`src/rtl/fifo_xfer_pkg.sv`:
```
// Shared definitions for the ROM -> DCFIFO -> RAM transfer path. Used by both
// the transmit-side write controller and the receive-side drain controller.
package fifo_xfer_pkg;

    localparam int XFER_DATA_W    = 32;
    localparam int XFER_ADDR_W    = 8;
    localparam int XFER_NUM_WORDS = 256;
    localparam int XFER_CNT_W     = 9;

    typedef enum logic [1:0] {
        S_FILL     = 2'd0,
        S_FLUSH    = 2'd1,
        S_READBACK = 2'd2,
        S_DONE     = 2'd3
    } xfer_state_e;

endpackage

```
`src/rtl/xfer_addr_counter.sv`:
```
// Loadable, enabled up-counter that parks at a terminal value. tc is high
// while the count sits at TERM; further enables are ignored until a load.
module xfer_addr_counter #(
    parameter int W    = 9,
    parameter int TERM = 256
) (
    input  logic         clk,
    input  logic         reset,
    input  logic         load,
    input  logic [W-1:0] load_val,
    input  logic         en,
    output logic [W-1:0] count,
    output logic         tc
);

    assign tc = (count == W'(TERM));

    // Load wins over count; counting stops once the terminal value is reached.
    always_ff @(posedge clk) begin
        if (reset) begin
            count <= '0;
        end else if (load) begin
            count <= load_val;
        end else if (en && !tc) begin
            count <= count + 1'b1;
        end
    end

endmodule

```
`src/rtl/fifo_drain_ctrl.sv`:
```
// Receive-domain drain controller: pulls NUM_WORDS words out of a
// non-showahead DCFIFO into a single-port RAM, then sweeps the RAM once in
// read mode and raises a sticky done.
module fifo_drain_ctrl
    import fifo_xfer_pkg::*;
#(
    parameter int DATA_W    = XFER_DATA_W,
    parameter int ADDR_W    = XFER_ADDR_W,
    parameter int NUM_WORDS = XFER_NUM_WORDS,
    parameter int CNT_W     = XFER_CNT_W
) (
    input  logic              clk_i,
    input  logic              reset_i,
    input  logic              rdempty_i,
    input  logic [DATA_W-1:0] data_i,
    output logic              rdreq_o,
    output logic              wren_o,
    output logic              rden_o,
    output logic [ADDR_W-1:0] addr_o,
    output logic [DATA_W-1:0] data_o,
    output logic [CNT_W-1:0]  word_count_o,
    output logic              done_o
);

    xfer_state_e      state, state_nxt;
    logic [CNT_W-1:0] issued;
    logic [CNT_W-1:0] rb_cnt;
    logic             issue_tc;
    logic             rb_tc;
    logic             rd_vld;
    logic             last_issue;
    logic             last_write;
    logic             rb_load;
    logic             rb_hi_unused;

    // Requests issued to the FIFO; parks at NUM_WORDS so no extra word is taken.
    xfer_addr_counter #(.W(CNT_W), .TERM(NUM_WORDS)) u_issue_cnt (
        .clk      (clk_i),
        .reset    (reset_i),
        .load     (1'b0),
        .load_val ('0),
        .en       (rdreq_o),
        .count    (issued),
        .tc       (issue_tc)
    );

    // Readback address; cleared on the edge that writes the final word.
    xfer_addr_counter #(.W(CNT_W), .TERM(NUM_WORDS)) u_rb_addr (
        .clk      (clk_i),
        .reset    (reset_i),
        .load     (rb_load),
        .load_val ('0),
        .en       (state == S_READBACK),
        .count    (rb_cnt),
        .tc       (rb_tc)
    );

    // Only the low address bits drive the RAM; the top bit marks sweep end via tc.
    assign rb_hi_unused = ^rb_cnt[CNT_W-1:ADDR_W];

    assign last_issue = rdreq_o && (issued == CNT_W'(NUM_WORDS - 1));
    assign last_write = rd_vld && (word_count_o == CNT_W'(NUM_WORDS - 1));
    assign rb_load    = (state == S_FLUSH) && last_write;

    // State register.
    always_ff @(posedge clk_i) begin
        if (reset_i) state <= S_FILL;
        else         state <= state_nxt;
    end

    // Next state and the combinational FIFO read request. Reset blocks the
    // request so no word is popped and then lost to the reset.
    always_comb begin
        state_nxt = state;
        rdreq_o   = 1'b0;
        unique case (state)
            S_FILL: begin
                rdreq_o = !reset_i && !rdempty_i && !issue_tc;
                if (last_issue) state_nxt = S_FLUSH;
            end
            S_FLUSH: begin
                if (last_write) state_nxt = S_READBACK;
            end
            S_READBACK: begin
                if (rb_tc) state_nxt = S_DONE;
            end
            default: state_nxt = S_DONE;
        endcase
    end

    // Write stage during fill/flush, address sweep during readback.
    always_ff @(posedge clk_i) begin
        if (reset_i) begin
            rd_vld       <= 1'b0;
            wren_o       <= 1'b0;
            rden_o       <= 1'b0;
            addr_o       <= '0;
            data_o       <= '0;
            word_count_o <= '0;
            done_o       <= 1'b0;
        end else begin
            rd_vld <= rdreq_o;
            wren_o <= 1'b0;
            unique case (state)
                S_FILL, S_FLUSH: begin
                    if (rd_vld) begin
                        wren_o       <= 1'b1;
                        data_o       <= data_i;
                        addr_o       <= word_count_o[ADDR_W-1:0];
                        word_count_o <= word_count_o + 1'b1;
                    end
                end
                S_READBACK: begin
                    if (!rb_tc) begin
                        rden_o <= 1'b1;
                        addr_o <= rb_cnt[ADDR_W-1:0];
                    end else begin
                        rden_o <= 1'b0;
                        done_o <= 1'b1;
                    end
                end
                default: rden_o <= 1'b0;
            endcase
        end
    end

endmodule

```
`config.mk`:
```
export PLATFORM = sky130hd
export DESIGN_NAME = fifo_drain_ctrl
export DESIGN_NICKNAME = d
export VERILOG_FILES = /design/src/rtl/fifo_xfer_pkg.sv /design/src/rtl/xfer_addr_counter.sv /design/src/rtl/fifo_drain_ctrl.sv
export SDC_FILE = /design/constraint.sdc
export NUM_CORES = 1
export LEC_CHECK = 0
export BUFFER_PORTS_ARGS = -buffer_cell sky130_fd_sc_hd__buf_4
export CAP_MARGIN = 20
export CORE_MARGIN = 2
export CORE_UTILIZATION = 51
export DETAILED_ROUTE_END_ITERATION = 8
export GPL_TIMING_DRIVEN = 1
export PLACE_DENSITY = 0.84
export SYNTH_ARGS = -nofsm -noshare
export SYNTH_HDL_FRONTEND = slang
export SYNTH_SLANG_ARGS = --single-unit
```
`constraint.sdc`:
```
create_clock -name clk_i -period 2.43 [get_ports clk_i]
set_clock_uncertainty 0.2 [all_clocks]
set_input_delay 0.1215 -clock clk_i [delete_from_list [all_inputs] [get_ports clk_i]]
set_output_delay 0.1215 -clock clk_i [all_outputs]
set_load 0.02 [all_outputs]
```
==> results of run 1 <==
per-stage QoR:
step / total power [W] / cells
after floorplan: 0.00146 / 342
after global placement: 0.00160 / 489
after detailed placement: 0.00160 / 489
after CTS: 0.00253 / 555
after global routing: 0.00264 / 555
final: 0.00254 / 555
sequential cells by signal, summed over array words and instances, names as in the netlist:
signal and count:
addr_o 8, data_o 32, done_o 1, rd_vld 1, rden_o 1, state 2, u_issue_cnt.count 9, u_rb_addr.count 9
word_count_o 9, wren_o 1
metal layers:
metal,vias to the layer above,global-route usage,share of wire
met5,-,0,0
met3,24,0.0995,0.079
met2,135,0.503,0.50
met4,0,0.134,0.025
li1,1426,-,-
met1,1430,0.341,0.40
cells in the mapped netlist (all sizes together):
library cell	n	area share
nand2	74	0.095
dfxtp	73	0.50
nor2	43	0.055
a21oi	37	0.064
clkbuf	18	0.023
xor2	13	0.039
o221a	8	0.031
ha	7	0.030
inv	7	0.0089
nand3	7	0.012
nand4	7	0.015
xnor2	7	0.021
and3	4	0.0085
nand2b	4	0.0085
nor4b	4	0.012
a211oi	3	0.0076
mux2i	3	0.010
nor3	3	0.0051
a31oi	2	0.0042
and2	2	0.0042
and4	2	0.0059
nor4	2	0.0042
or4	2	0.0064
or4b	2	0.0081
a31o	1	0.0030
and2b	1	0.0030
buf	1	0.0038
nor2b	1	0.0021
nor3b	1	0.0042
o211ai	1	0.0025
o21ai	1	0.0055
o31ai	1	0.0025
how the worst max path moves through the flow:
| stage | startpoint | to | slack [ns] | cells after the start |
|---|---|---|---|---|
| 3_3_place_gp | u_rb_addr.count[0] | addr_o[1] | 0.22 | 6 |
| 2_1_floorplan | u_rb_addr.count[0] | u_rb_addr.count[1] | 0.50 | 7 |
| 4_1_cts | u_rb_addr.count[0] | addr_o[5] | 0.13 | 6 |
| 3_5_place_dp | u_rb_addr.count[0] | addr_o[5] | 0.14 | 6 |
| 5_1_grt | state[1] | data_o[8] | 0.03 | 5 |
| 6_report | u_rb_addr.count[0] | addr_o[5] | 0.11 | 6 |
report_power, final:
group	internal, W	switching (W)	leakage [nW]	total (W)
Clock	0.000421	0.000458	0.0911	0.000879
Sequential	0.00124	0.0000329	0.594	0.00127
Combinational	0.000192	0.000195	1.21	0.000386
Total	0.00185	0.000686	1.89	0.00254
area by class of cell:
| class | count | area [sq um] |
|---|---|---|
| clock buffers | 11 | 151 |
| clock inverters | 5 | 30.0 |
| fillers | 353 | 1180 |
| inverters | 7 | 26.3 |
| multi-input cells | 243 | 1390 |
| flip-flops and latches | 73 | 1460 |
| well taps | 72 | 90.1 |
| repair buffers | 144 | 1220 |
cells by family (layout without fill, tap and decap cells):
group | after synthesis | in the layout
AND/OR/NAND/NOR | 159 | 159
AO/OA/AOI/OAI | 54 | 54
XOR/XNOR | 20 | 20
buffers and inverters | 26 | 167
flip-flops | 73 | 73
adder cells (fa/ha/maj) | 7 | 7
multiplexers | 3 | 3
worst max-delay path, cell delays in order, from the launching register on:
cell     delay (ns)
dfxtp_1        0.35
inv_1          0.11
ha_1           0.18
or4b_4         0.49
o21ai_4        0.41
nand2_2        0.20
o221a_2        0.28
what timing repair did:
item                       CTS  global route
hold buffers                50             0
setup buffers                0             0
setup endpoints to repair    0            16
hold endpoints to repair    41             0
gates resized for setup      0             1
==> run_results.csv, run 1 <==
group,metric,value,unit
worst_hold_path,hp-start,"data_o[23]",
job,maxCapViolations,0,
placement,hpwl,4.85,mm
cts,cts.sinks,73,
floorplanning,rows,27,
cts,htree_levels,3,
sta,worstMarginPinSlew,0.705,ns
sta,maxSlewViolCount,0,
placement,place_congestion,0.869,
drt,via_count,3015,
synthesis,ys_seq_elements,73,
cts,clock_latency,0.35,ns
sta,max_clock_freq,430,MHz
power_and_ir_drop,ir_worst_vdd,0.429,mV
sta,timing.hold.ws,0.262,ns
worst_hold_path,hold-path-endpoint,"data_o[23]",
setup_path,r2r-start,"u_rb_addr.count[0]",
synthesis,synthAdderAreaFrac,0.0297,
layout,nets,520,
sta,fin_ws,0.107,ns
layout,utilization,0.787,
cts,cts_tree,"done",
power_and_ir_drop,p_per_area,582,mW/mm^2
sta,finalSetupViolCount,0,
setup_path,endpoint_kind,"register",
placement,dp_slack,0.141,ns
worst_hold_path,hold_depth,2,
setup_path,cp.required,2.47,ns
synthesis,syn_area,0.00295,sq mm
layout,fin_area,0.00436,sq mm
global_route,grt_max_degree,39,
drt,drcViolationCount,0,
synthesis,seq_area_frac_synth,0.496,
synthesis,synth_area_per_cell,8.62,sq um
outcome,status,"finished clean",
placement,io_buffers,87,
synthesis,ys_warn_count,0,
synthesis,syn_inst,342,
sta,maxSlewHeadroom,0.526,
drt,via_per_inst,5.43,
floorplanning,core,0.00554,sq mm
sta,hold_violations,0,
setup_path,crit_path_max_fanout,15,
synthesis,syn_nets,384,
drt,drtIter0Drc,186,
global_route,overflow,0,
cts,numCtsBuffers,9,
sta,fin_crit_sh,0.956,
layout,antenna_cells,0,
sta,finalSetupTns,0,ns
layout,area_growth,48.1,%
floorplanning,start_util,0.532,
synthesis,synth_compound_area_frac,0.120,
drt,postRouteAntennaNets,0,
synthesis,synthSimpleGateAreaFrac,0.249,
floorplanning,io_pins,88,
floorplanning,dieArea,0.00640,sq mm
floorplanning,die_x,80.0,um
synthesis,synth-xor-area-share,0.0594,
setup_path,r2r_end,"addr_o[5]",
layout,final_common_cell,"buf_4",
layout,layout-drive-gt1-share,0.263,
global_route,antenna_found_initial,0,
setup_path,r2r_slack,0.11,ns
global_route,grt_pass1_wl,14.5,mm
cts,clk_pin_slew,0.08,ns
drt,drt-total-wl,9.04,mm
layout,final_cell_mix,"93 x buf_4, 73 x nand2_1, 73 x dfxtp_1",
global_route,grt_use_total,0.298,
placement,placed_cell_area,0.00368,sq mm
cts,cts_max_path_buffers,2,
cts,cts-root-buf,"clkbuf_8",
synthesis,synth_top_family_by_area,"simple AND/OR/NAND/NOR gates",
setup_path,arrival,2.36,ns
sta,fin_crit,2.32,ns
setup_path,crit_path_start_kind,"register",
sta,rsz0062_at_grt,"no",
floorplanning,chipHeight,80.0,um
global_route,grt_pass1_vias,3055,
synthesis,ys_types,37,
worst_hold_path,holdCritPathClass,"reg2reg",
drt,dr.pass1.iters,5,
synthesis,yosys-mux-area-fraction,0.0102,
setup_path,r2r.worst_path.cells,6,
drt,post_drt_wl_per_cell,16.3,um
power_and_ir_drop,p_leak,1.89,nW
setup_path,worst-setup-path-type,"reg2reg",
Note: power is estimated with default switching activity, not from simulation.
==> inputs of run 2 (changes only) <==
--- a/config.mk
+++ b/config.mk
@@ -5,13 +5,14 @@
 export SDC_FILE = /design/constraint.sdc
 export NUM_CORES = 1
 export LEC_CHECK = 0
+export ABC_AREA = 1
 export BUFFER_PORTS_ARGS = -buffer_cell sky130_fd_sc_hd__buf_4
 export CAP_MARGIN = 20
 export CORE_MARGIN = 2
-export CORE_UTILIZATION = 51
+export CORE_UTILIZATION = 53
 export DETAILED_ROUTE_END_ITERATION = 8
 export GPL_TIMING_DRIVEN = 1
-export PLACE_DENSITY = 0.84
+export PLACE_DENSITY = 0.85
 export SYNTH_ARGS = -nofsm -noshare
 export SYNTH_HDL_FRONTEND = slang
 export SYNTH_SLANG_ARGS = --single-unit
==> run 2 against run 1 <==
Compared with the run above: design area up 5.2%; sequential cell count unchanged; first-iteration DRC count up 37%; critical path type is now reg2out; maximum frequency up 13%; largest power group unchanged; clock-buffer cell count down 1; highest routed layer unchanged; largest cell class is now multi-input combinational cells; setup slack better by 0.27 ns.
==> run_results.csv, run 2 <==
group,metric,value,unit
outcome,status,"finished clean",
layout,seq_area,0.00146,sq mm
synthesis,seq_area_frac_synth,0.432,
layout,regMostFlops,"data_o",
floorplanning,rows,29,
synthesis,synth_area_per_cell,6.83,sq um
power_and_ir_drop,p_leak,2.00,nW
synthesis,syn_inst,496,
setup_path,cp.required,2.11,ns
cts,post_cts_buffers,0,
drt,drtIter0Drc,255,
layout,nets,653,
layout,area_growth,35.6,%
layout,final_cell_mix,"123 x nor2_1, 101 x nand2_1, 88 x buf_4",
power_and_ir_drop,p_per_area,593,mW/mm^2
drt,postRouteAntennaNets,0,
drt,via_per_inst,5.15,
power_and_ir_drop,ir_worst_vdd,0.483,mV
setup_path,r2r-start,"word_count_o[3]",
synthesis,synth_edf_count,0,
synthesis,async_flop_share,0,
layout,largest_register_ffs,32,
setup_path,r2r.worst_path.cells,10,
sta,max_clock_freq,487,MHz
setup_path,cpMaxStageDelayCell,"dfxtp_1",
worst_hold_path,hold_depth,2,
sta,finalSetupTns,0,ns
synthesis,ys_types,28,
sta,fin_crit,2.05,ns
synthesis,syn_nets,538,
floorplanning,io_pins,88,
global_route,antenna_found_initial,0,
drt,dr.pass1.iters,5,
job,maxCapViolations,0,
setup_path,endpoint_kind,"primary output",
sta,rsz0062_at_grt,"no",
setup_path,path_cells,"inv_1 -> ha_1 -> inv_1 -> nor2_1 -> nand2_1 -> nor2_2 -> nor2_4 -> buf_4",
worst_hold_path,hold-path-endpoint,"done_o",
synthesis,synth_top_area_frac,0.432,
sta,fin_ws,0.376,ns
placement,io_buffers,87,
setup_path,r2r_slack,0.41,ns
cts,cts_tree,"done",
floorplanning,die_x,83.9,um
cts,clock_latency,0.34,ns
cts,htree_levels,3,
drt,drcViolationCount,0,
setup_path,arrival,1.73,ns
floorplanning,chipHeight,83.9,um
layout,fillers,483,
layout,layout-drive-gt1-share,0.213,
layout,antenna_cells,0,
synthesis,ys.flop_type,"dfxtp_1",
placement,hpwl,5.69,mm
synthesis,syn_area,0.00339,sq mm
power_and_ir_drop,p_sw,0.000757,W
power_and_ir_drop,p_seq_frac,0.477,
floorplanning,core,0.00628,sq mm
floorplanning,start_util,0.539,
placement,place_congestion,0.890,
sta,maxSlewHeadroom,0.546,
sta,finalSetupViolCount,0,
synthesis,yosysTopAreaCell,"dfxtp_1",
synthesis,yosysMostFrequentCell,"nor2_1",
worst_hold_path,hp-start,"done_o",
layout,multiInputGateArea,0.00166,sq mm
setup_path,worst-setup-path-type,"reg2out",
synthesis,ys_top_cells_by_area,"dfxtp_1 43%, nor2_1 14%, nand2_1 11%, o21ai_0 7.7%, inv_1 4.0%",
sta,worstMarginPinSlew,0.680,ns
global_route,grt_pass1_wl,15.4,mm
floorplanning,dieArea,0.00704,sq mm
power_and_ir_drop,netSwitchingFraction,0.278,
cts,clk_pin_slew,0.08,ns
sta,fin_crit_sh,0.845,
global_route,grt_pass1_vias,3271,
synthesis,ys_seq_elements,73,
layout,final_common_cell,"nor2_1",
global_route,overflow,0,
global_route,grt_max_degree,49,
setup_path,cpMostUsedCell,"inv_1",
sta,maxSlewViolCount,0,
drt,post_drt_wl_per_cell,13.3,um
worst_hold_path,holdCritPathClass,"reg2reg",
synthesis,synthTopCellsByCount,"123 x nor2_1, 101 x nand2_1, 73 x dfxtp_1, 52 x o21ai_0, 36 x inv_1",
placement,dp_slack,0.448,ns
drt,via_count,3572,
power_and_ir_drop,intPower,0.00196,W
setup_path,crit_path_max_fanout,9,
power_and_ir_drop,pwr-share-comb,0.164,
setup_path,crit_path_start_kind,"register",
drt,drt-total-wl,9.25,mm
sta,hold_violations,0,
synthesis,ys_warn_count,0,
cts,cts_max_path_buffers,2,
global_route,grt_use_total,0.267,
cts,cts-root-buf,"clkbuf_8",
power_and_ir_drop,pwr-share-clk,0.360,
cts,cts.sinks,73,
setup_path,r2r_end,"u_rb_addr.count[0]",
cts,numCtsBuffers,9,
setup_path,max_stage_delay,0.41,ns
## run 2: timing repair
action,4_1_cts,5_1_grt
resized for setup,0,0
endpoints found under the hold margin,47,0
hold buffers,34,0
## run 2: cells by family (layout without fill, tap and decap cells)
group | count (synthesis) | count (layout) | share of synthesized area
AO/OA/AOI/OAI | 77 | 77 | 0.118
XOR/XNOR | 2 | 2 | 0.00517
adder cells (fa/ha/maj) | 7 | 7 | 0.0259
buffers and inverters | 63 | 183 | 0.0783
flip-flops | 73 | 73 | 0.432
AND/OR/NAND/NOR | 274 | 274 | 0.341
## run 2: worst max path at each step
stage,depth (start not counted),slack (ns),end,from
final,8,0.38,rdreq_o,u_issue_cnt.count[0]
after floorplan,9,0.53,u_rb_addr.count[0],word_count_o[1]
after CTS,8,0.38,rdreq_o,u_issue_cnt.count[0]
after global placement,10,0.54,u_rb_addr.count[0],word_count_o[3]
after detailed placement,10,0.45,u_rb_addr.count[0],word_count_o[3]
after global routing,10,0.26,u_rb_addr.count[0],word_count_o[3]
## run 2: cell type report
| class | count | share of cell area |
|---|---|---|
| Clock buffer | 10 | 0.0300 |
| Clock inverter | 6 | 0.0142 |
| Inverter | 45 | 0.0368 |
| Multi-Input combinational cell | 360 | 0.362 |
| Sequential cell | 73 | 0.318 |
| Tap cell | 77 | 0.0210 |
| Timing Repair Buffer | 122 | 0.218 |
## run 2: stage by stage
stage          hold WS (ns)  std cells   util  instance area, sq um  power [W]
3_3_place_gp          0.169        643  0.645                  4050    0.00170
5_1_grt               0.306        693  0.731                  4590    0.00281
2_1_floorplan        0.0859        496      -                  3390    0.00154
4_1_cts               0.271        693  0.731                  4590    0.00271
6_report              0.269        693  0.731                  4590    0.00272
3_5_place_dp          0.178        643  0.645                  4050    0.00171
## run 2: per-layer routing
metal | up-vias | share of wire | GRT usage
li1 | 1796 | - | -
met1 | 1607 | 0.42 | 0.333
met2 | 151 | 0.49 | 0.457
met3 | 18 | 0.072 | 0.0663
met4 | 0 | 0.017 | 0.0792
met5 | - | 0 | 0
## run 2: power groups by stage
stage | combinational, W | sequential (W) | clock, W
3_5_place_dp | 0.000387 | 0.00132 | 0
3_3_place_gp | 0.000380 | 0.00132 | 0
4_1_cts | 0.000431 | 0.00129 | 0.000985
2_1_floorplan | 0.000158 | 0.00139 | 0
5_1_grt | 0.000483 | 0.00130 | 0.00103
6_report | 0.000445 | 0.00130 | 0.000978
## run 2: worst max-delay path: cells and delay by family, from the launching register on
kind	cells	cell delay [ns]
and+or+nand+nor	4	0.38
adders and majority gates	1	0.23
buffers and inverters	3	0.37
DFF	1	0.41
